--- config.mk ---
export PLATFORM = sky130hd
export DESIGN_NAME = symbol_slicer_decim_flat
export DESIGN_NICKNAME = d
export VERILOG_FILES = /design/src/rtl/symbol_slicer_decim_if.sv /design/src/rtl/symbol_slicer_decim.sv /design/src/flat_wrapper.sv
export SDC_FILE = /design/constraint.sdc
export NUM_CORES = 1
export LEC_CHECK = 0
export ABC_CLOCK_PERIOD_IN_PS = 6580
export CORE_MARGIN = 4
export CORE_UTILIZATION = 34
export CTS_BUF_LIST = sky130_fd_sc_hd__clkbuf_4 sky130_fd_sc_hd__clkbuf_8
export DETAILED_ROUTE_END_ITERATION = 10
export PLACE_DENSITY = 0.67
export SLEW_MARGIN = 20
export SYNTH_ARGS = -nofsm -noshare
export SYNTH_HDL_FRONTEND = slang
export SYNTH_SLANG_ARGS = --single-unit
--- constraint.sdc ---
create_clock -name sys_clk -period 6.58 [get_ports sys_clk]
set_clock_uncertainty 0.2 [all_clocks]
set_input_delay 0.658 -clock sys_clk [delete_from_list [all_inputs] [get_ports sys_clk]]
set_output_delay 0.658 -clock sys_clk [all_outputs]
set_load 0.02 [all_outputs]
--- src/rtl/symbol_slicer_decim_if.sv ---
`default_nettype none
// ============================================================================
// Module : symbol_slicer_decim_if
// Desc   : Sample-in / decision-out bundle of the symbol slicer-decimator.
// Rev    : 1.0
// ============================================================================
interface symbol_slicer_decim_if #(
  parameter int WIDTH = 18,
  parameter int OSR   = 4
);
  localparam int PW = $clog2(OSR);

  logic                   sam_clk_en;
  logic [PW-1:0]          phase_sel;
  logic signed [WIDTH-1:0] y_in;
  logic [1:0]             sym_out;
  logic                   sym_valid;
  logic signed [WIDTH-1:0] err_out;
  logic signed [WIDTH-1:0] ref_level;
  logic [2*WIDTH-1:0]     mse_out;
  logic                   mse_valid;

  modport master (
    output sam_clk_en, phase_sel, y_in,
    input  sym_out, sym_valid, err_out, ref_level, mse_out, mse_valid
  );

  modport slave (
    input  sam_clk_en, phase_sel, y_in,
    output sym_out, sym_valid, err_out, ref_level, mse_out, mse_valid
  );
endinterface
`default_nettype wire

--- src/rtl/symbol_slicer_decim.sv ---
`default_nettype none
// ============================================================================
// Module : symbol_slicer_decim
// Desc   : OSR decimator + adaptive 4-ASK slicer; windowed MSE when
//          SLICER_MSE_EN is defined (otherwise mse_out/mse_valid tied 0).
// Rev    : 1.0
// ============================================================================
module symbol_slicer_decim #(
  parameter int                      WIDTH    = 18,
  parameter int                      OSR      = 4,
  parameter int                      LOG2_WIN = 4,
  parameter logic signed [WIDTH-1:0] REF_INIT = 18'sd65536
) (
  input  logic                 sys_clk,
  input  logic                 reset,
  symbol_slicer_decim_if.slave bus
);
  localparam int PW = $clog2(OSR);
  localparam int XW = WIDTH + 2;
  localparam int AW = WIDTH + LOG2_WIN;
  localparam logic signed [WIDTH-1:0] S_MAX = {1'b0, {(WIDTH-1){1'b1}}};
  localparam logic signed [WIDTH-1:0] S_MIN = {1'b1, {(WIDTH-1){1'b0}}};
  localparam logic signed [XW-1:0]    X_MAX = XW'(S_MAX);
  localparam logic signed [XW-1:0]    X_MIN = XW'(S_MIN);

  logic [PW-1:0]           cnt_q, cnt_d;
  logic signed [WIDTH-1:0] s_q, s_d;
  logic                    s_vld_q, s_vld_d;
  logic [1:0]              sym_q, sym_d;
  logic signed [WIDTH-1:0] err_q, err_d;
  logic                    sym_vld_q, sym_vld_d;
  logic signed [WIDTH-1:0] ref_q, ref_d;
  logic [LOG2_WIN-1:0]     win_cnt_q, win_cnt_d;
  logic [AW-1:0]           abs_acc_q, abs_acc_d;

  logic signed [XW-1:0]    s_x, r_x, r3_x, lvl_x, diff_x;
  logic [1:0]              slice_sym;
  logic signed [WIDTH-1:0] slice_err;
  logic [WIDTH-1:0]        s_abs;
  logic [AW-1:0]           abs_tot;
  logic                    last_sym;

  // Slicer: two guard bits keep 3*ref and s-level exact before saturation.
  always_comb begin
    s_x  = XW'(s_q);
    r_x  = XW'(ref_q);
    r3_x = r_x + (r_x <<< 1);
    if (s_x >= r_x) begin
      slice_sym = 2'b11;
      lvl_x     = r3_x >>> 1;
    end else if (!s_q[WIDTH-1]) begin
      slice_sym = 2'b10;
      lvl_x     = r_x >>> 1;
    end else if (s_x >= -r_x) begin
      slice_sym = 2'b01;
      lvl_x     = -(r_x >>> 1);
    end else begin
      slice_sym = 2'b00;
      lvl_x     = -(r3_x >>> 1);
    end
    diff_x = s_x - lvl_x;
    if (diff_x > X_MAX) begin
      slice_err = S_MAX;
    end else if (diff_x < X_MIN) begin
      slice_err = S_MIN;
    end else begin
      slice_err = diff_x[WIDTH-1:0];
    end
    if (s_q == S_MIN) begin
      s_abs = S_MAX;
    end else if (s_q[WIDTH-1]) begin
      s_abs = -s_q;
    end else begin
      s_abs = s_q;
    end
    abs_tot  = abs_acc_q + AW'(s_abs);
    last_sym = &win_cnt_q;
  end

  always_comb begin
    cnt_d     = cnt_q;
    s_d       = s_q;
    s_vld_d   = 1'b0;
    sym_d     = sym_q;
    err_d     = err_q;
    sym_vld_d = 1'b0;
    ref_d     = ref_q;
    win_cnt_d = win_cnt_q;
    abs_acc_d = abs_acc_q;
    if (bus.sam_clk_en) begin
      cnt_d = cnt_q + PW'(1);
      if (cnt_q == bus.phase_sel) begin
        s_d     = bus.y_in;
        s_vld_d = 1'b1;
      end
    end
    if (s_vld_q) begin
      sym_d     = slice_sym;
      err_d     = slice_err;
      sym_vld_d = 1'b1;
      win_cnt_d = win_cnt_q + LOG2_WIN'(1);
      // New reference lands with this decision, so it first slices the next window.
      if (last_sym) begin
        ref_d     = $signed(abs_tot[AW-1:LOG2_WIN]);
        abs_acc_d = '0;
      end else begin
        abs_acc_d = abs_tot;
      end
    end
  end

  always_ff @(posedge sys_clk) begin
    if (reset) begin
      cnt_q     <= '0;
      s_q       <= '0;
      s_vld_q   <= 1'b0;
      sym_q     <= '0;
      err_q     <= '0;
      sym_vld_q <= 1'b0;
      ref_q     <= REF_INIT;
      win_cnt_q <= '0;
      abs_acc_q <= '0;
    end else begin
      cnt_q     <= cnt_d;
      s_q       <= s_d;
      s_vld_q   <= s_vld_d;
      sym_q     <= sym_d;
      err_q     <= err_d;
      sym_vld_q <= sym_vld_d;
      ref_q     <= ref_d;
      win_cnt_q <= win_cnt_d;
      abs_acc_q <= abs_acc_d;
    end
  end

  assign bus.sym_out   = sym_q;
  assign bus.sym_valid = sym_vld_q;
  assign bus.err_out   = err_q;
  assign bus.ref_level = ref_q;

`ifdef SLICER_MSE_EN
  localparam int QW = 2*WIDTH + LOG2_WIN;

  logic signed [2*WIDTH-1:0] sq;
  logic [QW-1:0]             sq_tot, sq_acc_q, sq_acc_d;
  logic [2*WIDTH-1:0]        mse_q, mse_d;
  logic                      mse_vld_q, mse_vld_d;

  always_comb begin
    sq        = slice_err * slice_err;
    sq_tot    = sq_acc_q + QW'($unsigned(sq));
    sq_acc_d  = sq_acc_q;
    mse_d     = mse_q;
    mse_vld_d = 1'b0;
    if (s_vld_q) begin
      if (last_sym) begin
        mse_d     = sq_tot[QW-1:LOG2_WIN];
        mse_vld_d = 1'b1;
        sq_acc_d  = '0;
      end else begin
        sq_acc_d  = sq_tot;
      end
    end
  end

  always_ff @(posedge sys_clk) begin
    if (reset) begin
      sq_acc_q  <= '0;
      mse_q     <= '0;
      mse_vld_q <= 1'b0;
    end else begin
      sq_acc_q  <= sq_acc_d;
      mse_q     <= mse_d;
      mse_vld_q <= mse_vld_d;
    end
  end

  assign bus.mse_out   = mse_q;
  assign bus.mse_valid = mse_vld_q;
`else
  assign bus.mse_out   = '0;
  assign bus.mse_valid = 1'b0;
`endif
endmodule
`default_nettype wire

--- src/flat_wrapper.sv ---
// flat-port wrapper written by rule: the top's interface ports become plain ports
module symbol_slicer_decim_flat 
#(
  parameter int                      WIDTH    = 18,
  parameter int                      OSR      = 4,
  parameter int                      LOG2_WIN = 4,
  parameter logic signed [WIDTH-1:0] REF_INIT = 18'sd65536
)
  (sys_clk, reset, bus_sam_clk_en, bus_phase_sel, bus_y_in, bus_sym_out, bus_sym_valid, bus_err_out, bus_ref_level, bus_mse_out, bus_mse_valid);
  symbol_slicer_decim_if #(.WIDTH(WIDTH), .OSR(OSR)) bus_i ();
  input  logic sys_clk;
  input  logic reset;
  input wire logic [$bits(bus_i.sam_clk_en)-1:0] bus_sam_clk_en;
  input wire logic [$bits(bus_i.phase_sel)-1:0] bus_phase_sel;
  input wire logic [$bits(bus_i.y_in)-1:0] bus_y_in;
  output wire logic [$bits(bus_i.sym_out)-1:0] bus_sym_out;
  output wire logic [$bits(bus_i.sym_valid)-1:0] bus_sym_valid;
  output wire logic [$bits(bus_i.err_out)-1:0] bus_err_out;
  output wire logic [$bits(bus_i.ref_level)-1:0] bus_ref_level;
  output wire logic [$bits(bus_i.mse_out)-1:0] bus_mse_out;
  output wire logic [$bits(bus_i.mse_valid)-1:0] bus_mse_valid;
  assign bus_i.sam_clk_en = bus_sam_clk_en;
  assign bus_i.phase_sel = bus_phase_sel;
  assign bus_i.y_in = bus_y_in;
  assign bus_sym_out = bus_i.sym_out;
  assign bus_sym_valid = bus_i.sym_valid;
  assign bus_err_out = bus_i.err_out;
  assign bus_ref_level = bus_i.ref_level;
  assign bus_mse_out = bus_i.mse_out;
  assign bus_mse_valid = bus_i.mse_valid;
  symbol_slicer_decim #(.WIDTH(WIDTH), .OSR(OSR), .LOG2_WIN(LOG2_WIN), .REF_INIT(REF_INIT)) u_core (.sys_clk(sys_clk), .reset(reset), .bus(bus_i));
endmodule
* Word level (Yosys, flattened, before mapping)
Index checks and enable logic that the tools add are counted.
** Storage, ports and cells
- Word-level logic and storage cells :: 42
- Input port bits :: 23
- Register bits :: 86
- Output and inout port bits :: 76
** Cells by class
- Mux-type cells :: 13
- $lt $le $gt $ge :: 4
- Add/sub/neg operators :: 9
- Reductions and logical operators :: 4
- Equal/unequal tests :: 2
- Bitwise logic cells :: 1
** Operators with widths (number)
- $mux W18 :: 4
- $mux W20 :: 3
- $add A22 B18 Y22 :: 1
- $mux W22 :: 1
- $add A18 B19 Y20 :: 1
- $ge A18 B20 Y1 :: 1
- $gt A20 B18 Y1 const B :: 1
- $lt A20 B18 Y1 const B :: 1
- $neg A17 Y20 :: 1
- $neg A18 Y20 :: 1
- $neg A19 Y20 :: 1
- $sub A18 B20 Y20 :: 1
- $eq A18 B18 Y1 const B :: 1
- $ge A18 B18 Y1 :: 1
- $neg A18 Y18 :: 1
- $reduce_and A5 Y1 :: 1
- $add A4 B1 Y4 const B :: 1
- $mux W2 :: 2
- $reduce_and A4 Y1 :: 1
- $mux W1 :: 3
- $add A2 B1 Y2 const B :: 1
- $eq A2 B2 Y1 :: 1
- $reduce_and A2 Y1 :: 1
- $reduce_or A2 Y1 :: 1
- $not A1 Y1 :: 1

* Depth between registers and ports, before layout
- Word-level depth :: 9
- Gate-level depth with buffers :: 32
- Gate-level depth less buffers :: 30

* Least setup slack after synthesis
Ideal clock, no wire load.
- Path type :: reg-to-reg
- Start point :: register u_core.ref_q[5], in the netlist u_core.bus.ref_level[5]
- End point :: register u_core.err_q[10], in the netlist u_core.bus.err_out[10]
- Required time :: 6.241 ns
- Path slack :: -0.600 ns
- Cell stages (with the launch flop) :: 30
- Setup time :: 0.139 ns
- Data arrival time :: 6.841 ns
- Period minus slack after synthesis :: 7.180 ns
- Path buffers :: 3
- Cells stage by stage :: dfxtp_1 inv_1 ha_1 and3_1 and3_1 and3_1 and3_1 or2_2 ha_1 nand4_1 or4_1 a21oi_1 nor4_2 mux2i_1 clkbuf_1 clkbuf_1 a21oi_1 o22ai_1 ha_1 a21o_1 a21o_1 a2111oi_1 nor3_1 o31a_1 or4_1 o21ai_1 a31oi_2 a21oi_4 buf_6 a211oi_2
** On the way
- Longest elaborated chain between the ends :: 9
- Elaborated cells on any way between the ends :: 14
- Those cells by class :: add/sub (5); order compare (4); mux (5)
** RTL lines
- start, declared :: line symbol_slicer_decim.sv:32 : logic signed [WIDTH-1:0] ref_q, ref_d;
- start signal, assigned :: line symbol_slicer_decim.sv:130 : ref_q <= ref_d;
- $add A18 B19 Y20 or $neg A18 Y20 (tied branches) :: line symbol_slicer_decim.sv:47, symbol_slicer_decim.sv:54
- $neg A19 Y20 or $ge A18 B20 Y1 (tied branches) :: line symbol_slicer_decim.sv:59, symbol_slicer_decim.sv:54
- $mux W20 :: line symbol_slicer_decim.sv:54 : end else if (s_x >= -r_x) begin
- $mux W20 :: line symbol_slicer_decim.sv:51 : end else if (!s_q[WIDTH-1]) begin
- $mux W20 (*) :: line symbol_slicer_decim.sv:48 : if (s_x >= r_x) begin
- $sub A18 B20 Y20 (*) :: line symbol_slicer_decim.sv:61 : diff_x = s_x - lvl_x;
- $lt A20 B18 Y1 :: line symbol_slicer_decim.sv:64 : end else if (diff_x < X_MIN) begin
- $mux W18 :: line symbol_slicer_decim.sv:64
- $mux W18 (*) :: line symbol_slicer_decim.sv:62 : if (diff_x > X_MAX) begin
- end signal, assigned :: line symbol_slicer_decim.sv:128 : err_q <= err_d;
- end, declared :: line symbol_slicer_decim.sv:30 : logic signed [WIDTH-1:0] err_q, err_d;
Every way passes the cells marked *; elsewhere a longest branch is shown, timed or not.
A chain may end at the register's enable or synchronous reset.

* Worst setup path in the final report
- Start point :: register u_core.ref_q[7], in the netlist u_core.bus.ref_level[7]
- End point :: register u_core.err_q[8], in the netlist u_core.bus.err_out[8]
The elaborated chain is that of the path after synthesis.

==> results.json <==
{
  "status": "completed",
  "synthTopCellsByCount": "124 x nor2_1, 117 x nand2_1, 111 x ha_1",
  "drt-total-wl_um": 30300,
  "dp_hpwl_um": 23900,
  "grt_max_degree": 92,
  "placedInstanceArea_um2": 10600,
  "area_delta_synth_final_pct": 21.4,
  "drc": 0,
  "std_cell_rows": 59,
  "grt_usage": 0.200,
  "synth_top_area_share": 0.189,
  "r2r_slack_ns": 0.13,
  "pwr-share-comb": 0.452,
  "reg2reg_from": "u_core.bus.ref_level[7]",
  "io_buffers": 61,
  "drive_gt1_frac": 0.155,
  "r2r_end": "u_core.bus.err_out[8]",
  "die_area_um2": 29500,
  "finalInstanceArea_um2": 11100,
  "hold_violations": 0,
  "path_class": "flop to flop",
  "place_inst": 1640,
  "p_leak_uw": 0.00489,
  "fin_crit_ns": 6.45,
  "end_kind": "flop",
  "critPathArrivalTime_ns": 6.49,
  "cap_violations": 0,
  "routedWlPerCell_um": 18.3,
  "multi_input_area_um2": 7140,
  "ctsLongestPathBuffers": 2,
  "globalplace.congestion": 1.06,
  "grt-ovfl-total": 0,
  "seqCellArea_um2": 1750,
  "numCtsBuffers": 9,
  "hold_start": "u_core.abs_acc_q[12]",
  "crit_path_max_fanout": 8,
  "min_period_over_period": 0.980,
  "vdd_ir_drop_max_mv": 0.0929,
  "instances_no_fill": 1660,
  "start_util": 0.348,
  "drtIter0Drc": 799,
  "viasPerCell": 5.66,
  "synth-seq-cells": 86,
  "setup_violations": 0,
  "rsz0062_at_grt": "yes",
  "synth_cell_types": 84,
  "synth_area_per_cell_um2": 7.64,
  "p_int_uw": 1010,
  "h-tree-depth": 3,
  "syn-cell-area_um2": 9110,
  "nFillCells": 2654,
  "sw_frac_of_total": 0.400,
  "ant_nets": 0,
  "hp-class": "flop to flop",
  "hold_depth": 2,
  "yosysSeqAreaShare": 0.189,
  "tritoncts": "yes",
  "cts_root_buf": "clkbuf_8",
  "slew_headroom": 0.314,
  "die_y_um": 172,
  "pwr-share-seq": 0.331,
  "synth_area_leaders": "dfxtp_1 19%, ha_1 15%, nor2_1 5.1%, xnor2_1 5.0%, nand2_1 4.8%",
  "slowest_delay_ns": 0.58,
  "synth_flop_cell": "dfxtp_1",
  "top_level_ports": 99,
  "synthesis.instances": 1192,
  "synth_top_area_cell": "dfxtp_1",
  "hold_end": "u_core.abs_acc_q[12]",
  "grt_pass1_wl_um": 47200,
  "cp_slowest_cell": "or4_4",
  "ff2ff_path_depth": 28,
  "vias": 9396,
  "first_global_vias": 8810,
  "p_switching_uw": 674,
  "worstPathRequired_ns": 6.62,
  "n_antenna_cell": 0,
  "die_w_um": 172,
  "yosysWarningCount": 0,
  "first_pass_iters": 5,
  "holdBufCountCts": 0,
  "start_kind": "flop",
  "synth_edf_count": 0,
  "postSynth.asyncResetShare": 0,
  "fin_nets": 1457,
  "worst_pin_slew_ns": 1.03,
  "path_common_cell": "and3_4",
  "clockPowerShare": 0.218,
  "clkLatencyLatePin_ns": 0.38,
  "powerDensity_nw_per_um2": 152,
  "clock_sinks": 86,
  "synth_most_common_cell": "nor2_1",
  "slew_violations": 0,
  "antenna_found_initial": 0,
  "max_freq_ghz": 0.155,
  "cts.clk_slew.worst_paths_ns": 0.10,
  "core_um2": 26200,
  "fin_util": 0.422
}
[power groups by stage]
stage	sequential, µW	combinational [µW]	clock (µW)
2_1_floorplan	572	499	0
3_3_place_gp	569	693	0
3_5_place_dp	569	704	0
4_1_cts	557	724	380
5_1_grt	559	827	397
6_report	557	761	366
[worst max path at each step]
stage               cells after the start               startpoint  slack [ns]                      to
finish                                 28  u_core.bus.ref_level[7]        0.13   u_core.bus.err_out[8]
CTS                                    30  u_core.bus.ref_level[5]        0.01   u_core.bus.err_out[8]
global placement                       27  u_core.bus.ref_level[5]       -0.13  u_core.bus.err_out[13]
global route                           28  u_core.bus.ref_level[3]       -0.08   u_core.bus.err_out[8]
detailed placement                     27  u_core.bus.ref_level[5]       -0.37  u_core.bus.err_out[15]
floorplan                              28  u_core.bus.ref_level[5]       0.001  u_core.bus.err_out[10]
[cells by family (layout without fill, tap and decap cells)]
family	count (synthesis)	after routing	share of synthesized area
xor+xnor	83	83	0.0798
compound gates	315	315	0.237
flops	86	86	0.189
simple gates	439	439	0.235
fa+ha+maj	114	114	0.159
other cells	1	37	0.000412
mux	26	26	0.0293
buf+inv	128	225	0.0703
[flip-flops by register name, indices dropped and copies added, names as in the netlist]
signal	cells
u_core.win_cnt_q	4
u_core.bus.err_out	18
u_core.bus.sym_valid	1
u_core.abs_acc_q	22
u_core.s_vld_q	1
u_core.bus.ref_level	18
u_core.cnt_q	2
u_core.bus.sym_out	2
u_core.s_q	18
[timing repair]
item,in CTS,in global routing
pin swaps,12,22
buffers inserted,2,2
resized for setup,18,37
endpoints found under the setup margin,17,18
hold endpoints to repair,0,0
[worst max-delay path: cells and delay by family (launching register included)]
family / cells / cell delay, ns
AO/OA/AOI/OAI: 11 / 2.37
adder cells (fa/ha/maj): 3 / 0.69
buffers and inverters: 3 / 0.31
flip-flops: 1 / 0.35
multiplexers: 1 / 0.20
AND/OR/NAND/NOR: 10 / 2.19
[cells in the final DEF, fill, tap and decap left out, types with 24 or more instances in the layout]
master and count:
nor2_1 122, clkdlybuf4s50_1 60, nand2_1 117, nand3_1 49, ha_1 106, o21ai_0 54
conb_1 37, a21oi_1 83, inv_1 38, xnor2_1 52, xor2_1 31, buf_4 102
dfxtp_1 77, nor3_1 24
[routing by layer]
| metal | global-route usage | vias up | wire length [µm] |
|---|---|---|---|
| met5 | 0 | - | 0 |
| met4 | 0.0599 | 0 | 824 |
| met3 | 0.0285 | 56 | 1750 |
| met2 | 0.332 | 312 | 14100 |
| met1 | 0.271 | 4501 | 13600 |
| li1 | - | 4527 | - |
[stage by stage]
step	hold slack (ns)	power, µW	worst slack [ns]	TNS (ns)
after floorplan	0.245	1070	0.00109	0
after global placement	0.254	1260	-0.126	-1.81
after detailed placement	0.260	1270	-0.371	-5.25
after CTS	0.273	1660	0.0120	0
after global routing	0.294	1780	-0.0827	-1.06
final	0.274	1680	0.128	0
[area by class of cell]
| type | count | area share |
|---|---|---|
| Inverter | 45 | 0.0155 |
| Clock buffer | 10 | 0.0119 |
| Multi-Input combinational cell | 1014 | 0.646 |
| Clock inverter | 6 | 0.00487 |
| Sequential cell | 86 | 0.158 |
| Timing Repair Buffer | 164 | 0.126 |
| Tap cell | 335 | 0.0379 |
(Power assumes the default switching activity.)
==> edit, RTL diff (same settings) <==
Build with the macro `SLICER_MSE_EN` defined.
--- a/src/rtl/symbol_slicer_decim.sv
+++ b/src/rtl/symbol_slicer_decim.sv
@@ -6,4 +6,6 @@
 // Rev    : 1.0
 // ============================================================================
+`define SLICER_MSE_EN
+
 module symbol_slicer_decim #(
   parameter int                      WIDTH    = 18,
Check against the original RTL: no difference found for any inputs over 4 cycles, from zero or initial values and one cycle with reset high; that may be too few to reach the edited logic, so the function may still have changed.
==> edit against the unedited design <==
The run now ends with negative setup slack left. Cell area grew to 3.2 times the old value. Sequential cell count rose by 77. Synthesized area grew to 2.6 times the old value. Critical path depth grew 31. Wire length rose to 2.8 times the old value. Worst setup slack worse by 7100 ps. Sequential share of layout area down 6.5 points.
Power is not shown: default switching activity piles up to over one toggle a cycle in this logic, so the estimate is an artifact.
==> edit: results (changes against the unedited design) <==
CTS
  • Cts repair resizes: 342 (+324)
  • Clock-pin slew of the registers on the worst-case setup and hold paths: 120 ps (+20 ps)
  • Setup fix buffers added after clock tree synthesis: 84 (+82)
  • Number of buffers created by CTS: 17 (+8)
  • Clock latency at the later pin of the worst-skew pair: 520 ps (+140 ps)
  • Number of H-tree levels: 4 (+1)
  • Root buffer cell: sky130_fd_sc_hd__clkbuf_8

GRT
  • Global routing usage summed across all routing layers: 22.2% (+2.2 points)
  • GR met1 Demand/Resource: 30.3% (+3.2 points)
  • Global-route wire length before repair: 132000 um (+180%)
  • Grt met3 use: 2.64% (-0.21 points)
  • Initial antenna violation count: 2 (+2)
  • GRT met2 Usage: 36.6% (+3.4 points)
  • Pin count of the biggest net entering global routing: 66 (-28%)

Drt
  • Uppermost layer routed: met5
  • Starting DRT DRC Count: 1895 (+140%)
  • Sum of routed wire segments on met1: 36400 um (+170%)
  • Routed via count divided by cell count: 5.16 (-8.9%)
  • Total vias in the final route: 23948 (+150%)
  • WL per Instance: 18.4 um (+0.90%)
  • Routed length on met2: 40300 um (+190%)
  • Met3 wirelength from detailed routing: 5950 um (+240%)

Logic synthesis
  • Register area share after synthesis: 13.6% (-5.3 points)
  • Largest family of logic cells by synthesized area: adder cells
  • Top cells by count, synth: sky130_fd_sc_hd__inv_1, sky130_fd_sc_hd__nand2_1, sky130_fd_sc_hd__fa_1
  • Library cells used by synthesis: 92 (+9.5%)
  • Post-synthesis mux area share: 1.09% (-1.8 points)
  • Synthesized-area fraction occupied by xor and xnor cells: 6.11% (-1.9 points)
  • Ranking of synthesized cells by area: sky130_fd_sc_hd__fa_1, sky130_fd_sc_hd__dfxtp_1, sky130_fd_sc_hd__ha_1
  • Fraction of the mapped netlist area in compound gates: 17.1% (-6.7 points)
  • Adder-cell share of the synthesized area: 38.0% (+22 points)
  • Synthesized netlist cell count: 2897 (+140%)

Timing
  • Summed negative setup slack over all endpoints: -417160 ps (-417160 ps)
  • Final worst-path cycle share: 205% (+110 points)
  • Worst slew margin relative to its limit: 35.9% (+4.4 points)
  • Final setup violation count: 77 (+77)
  • Setup slack of the critical path after layout: -6930 ps (-7050 ps)

Finish
  • Fraction of final layout cells with drive strength greater than 1: 35.3% (+20 points)
  • Register with the most flip-flops: u_core.sq_acc_q
  • Net count reported at finish: 4264 (+190%)
  • Number of flip-flops under the largest register name: 40 (+82%)

Setup path
  • Cell family contributing the most delay on the critical path: adder cells
  • Standard cell with the maximum stage delay on the critical path: sky130_fd_sc_hd__or4b_4
  • Delay of the slowest critical-path stage: 560 ps (-20 ps)
  • Crit path DAT: 13700 ps (+7210 ps)
  • Critical-path maximum fanout: 7 (-1)

Place
  • Count of input and output buffers: 98 (+61%)
  • Post-detail-place hpwl: 66200 um (+180%)
  • Placement-stage worst setup slack: -7180 ps (-6810 ps)
  • Weighted congestion reported at the end of routability-driven placement: 0.969 (-8.8%)
  • Placed cell count: 4504 (+170%)

Run status
  • Failing checks: negative setup slack
  • Outcome: finished with violations
edit: cell count changes after synthesis, moves of 36 or more:
cell / change
sky130_fd_sc_hd__a21o_1: +55
sky130_fd_sc_hd__a21oi_1: +98
sky130_fd_sc_hd__clkbuf_1: +40
sky130_fd_sc_hd__inv_1: +375
sky130_fd_sc_hd__ha_1: +139
sky130_fd_sc_hd__nor2_1: +153
sky130_fd_sc_hd__nand2_1: +195
sky130_fd_sc_hd__buf_4: -36
sky130_fd_sc_hd__fa_1: +298
sky130_fd_sc_hd__dfxtp_1: +77
sky130_fd_sc_hd__xnor2_1: +70
edit: cells by family after synthesis:
group	count (synthesis)
simple gates	838
xor+xnor	168
buf+inv	535
compound gates	616
flops	163
fa+ha+maj	551
mux	26
edit: through the flow:
stage,instance area [um2],hold slack [ps]
2_1_floorplan,24800,231
3_3_place_gp,31500,244
3_5_place_dp,31500,246
4_1_cts,34400,260
5_1_grt,35400,273
6_report,35400,257
edit: path summary, 6_finish.rpt:
| path | from | to | slack [ps] | cells after the start |
|---|---|---|---|---|
| hold / removal | u_core.bus.mse_out[4] | u_core.bus.mse_out[4] | 260 | 2 |
| setup / recovery | u_core.bus.ref_level[1] | u_core.sq_acc_q[38] | -6930 | 59 |
| hold reg to reg | u_core.bus.mse_out[4] | u_core.bus.mse_out[4] | 260 | 2 |
| setup reg to reg | u_core.bus.ref_level[1] | u_core.sq_acc_q[38] | -6930 | 59 |
edit: final cells by class:
type / count / area, um2
flip-flops and latches: 163 / 3300
inverters: 433 / 1680
diodes: 1 / 2.50
multi-input cells: 2199 / 21500
clock inverters: 14 / 239
clock buffers: 18 / 241
well taps: 940 / 1180
fillers: 6243 / 34800
repair buffers: 876 / 7280
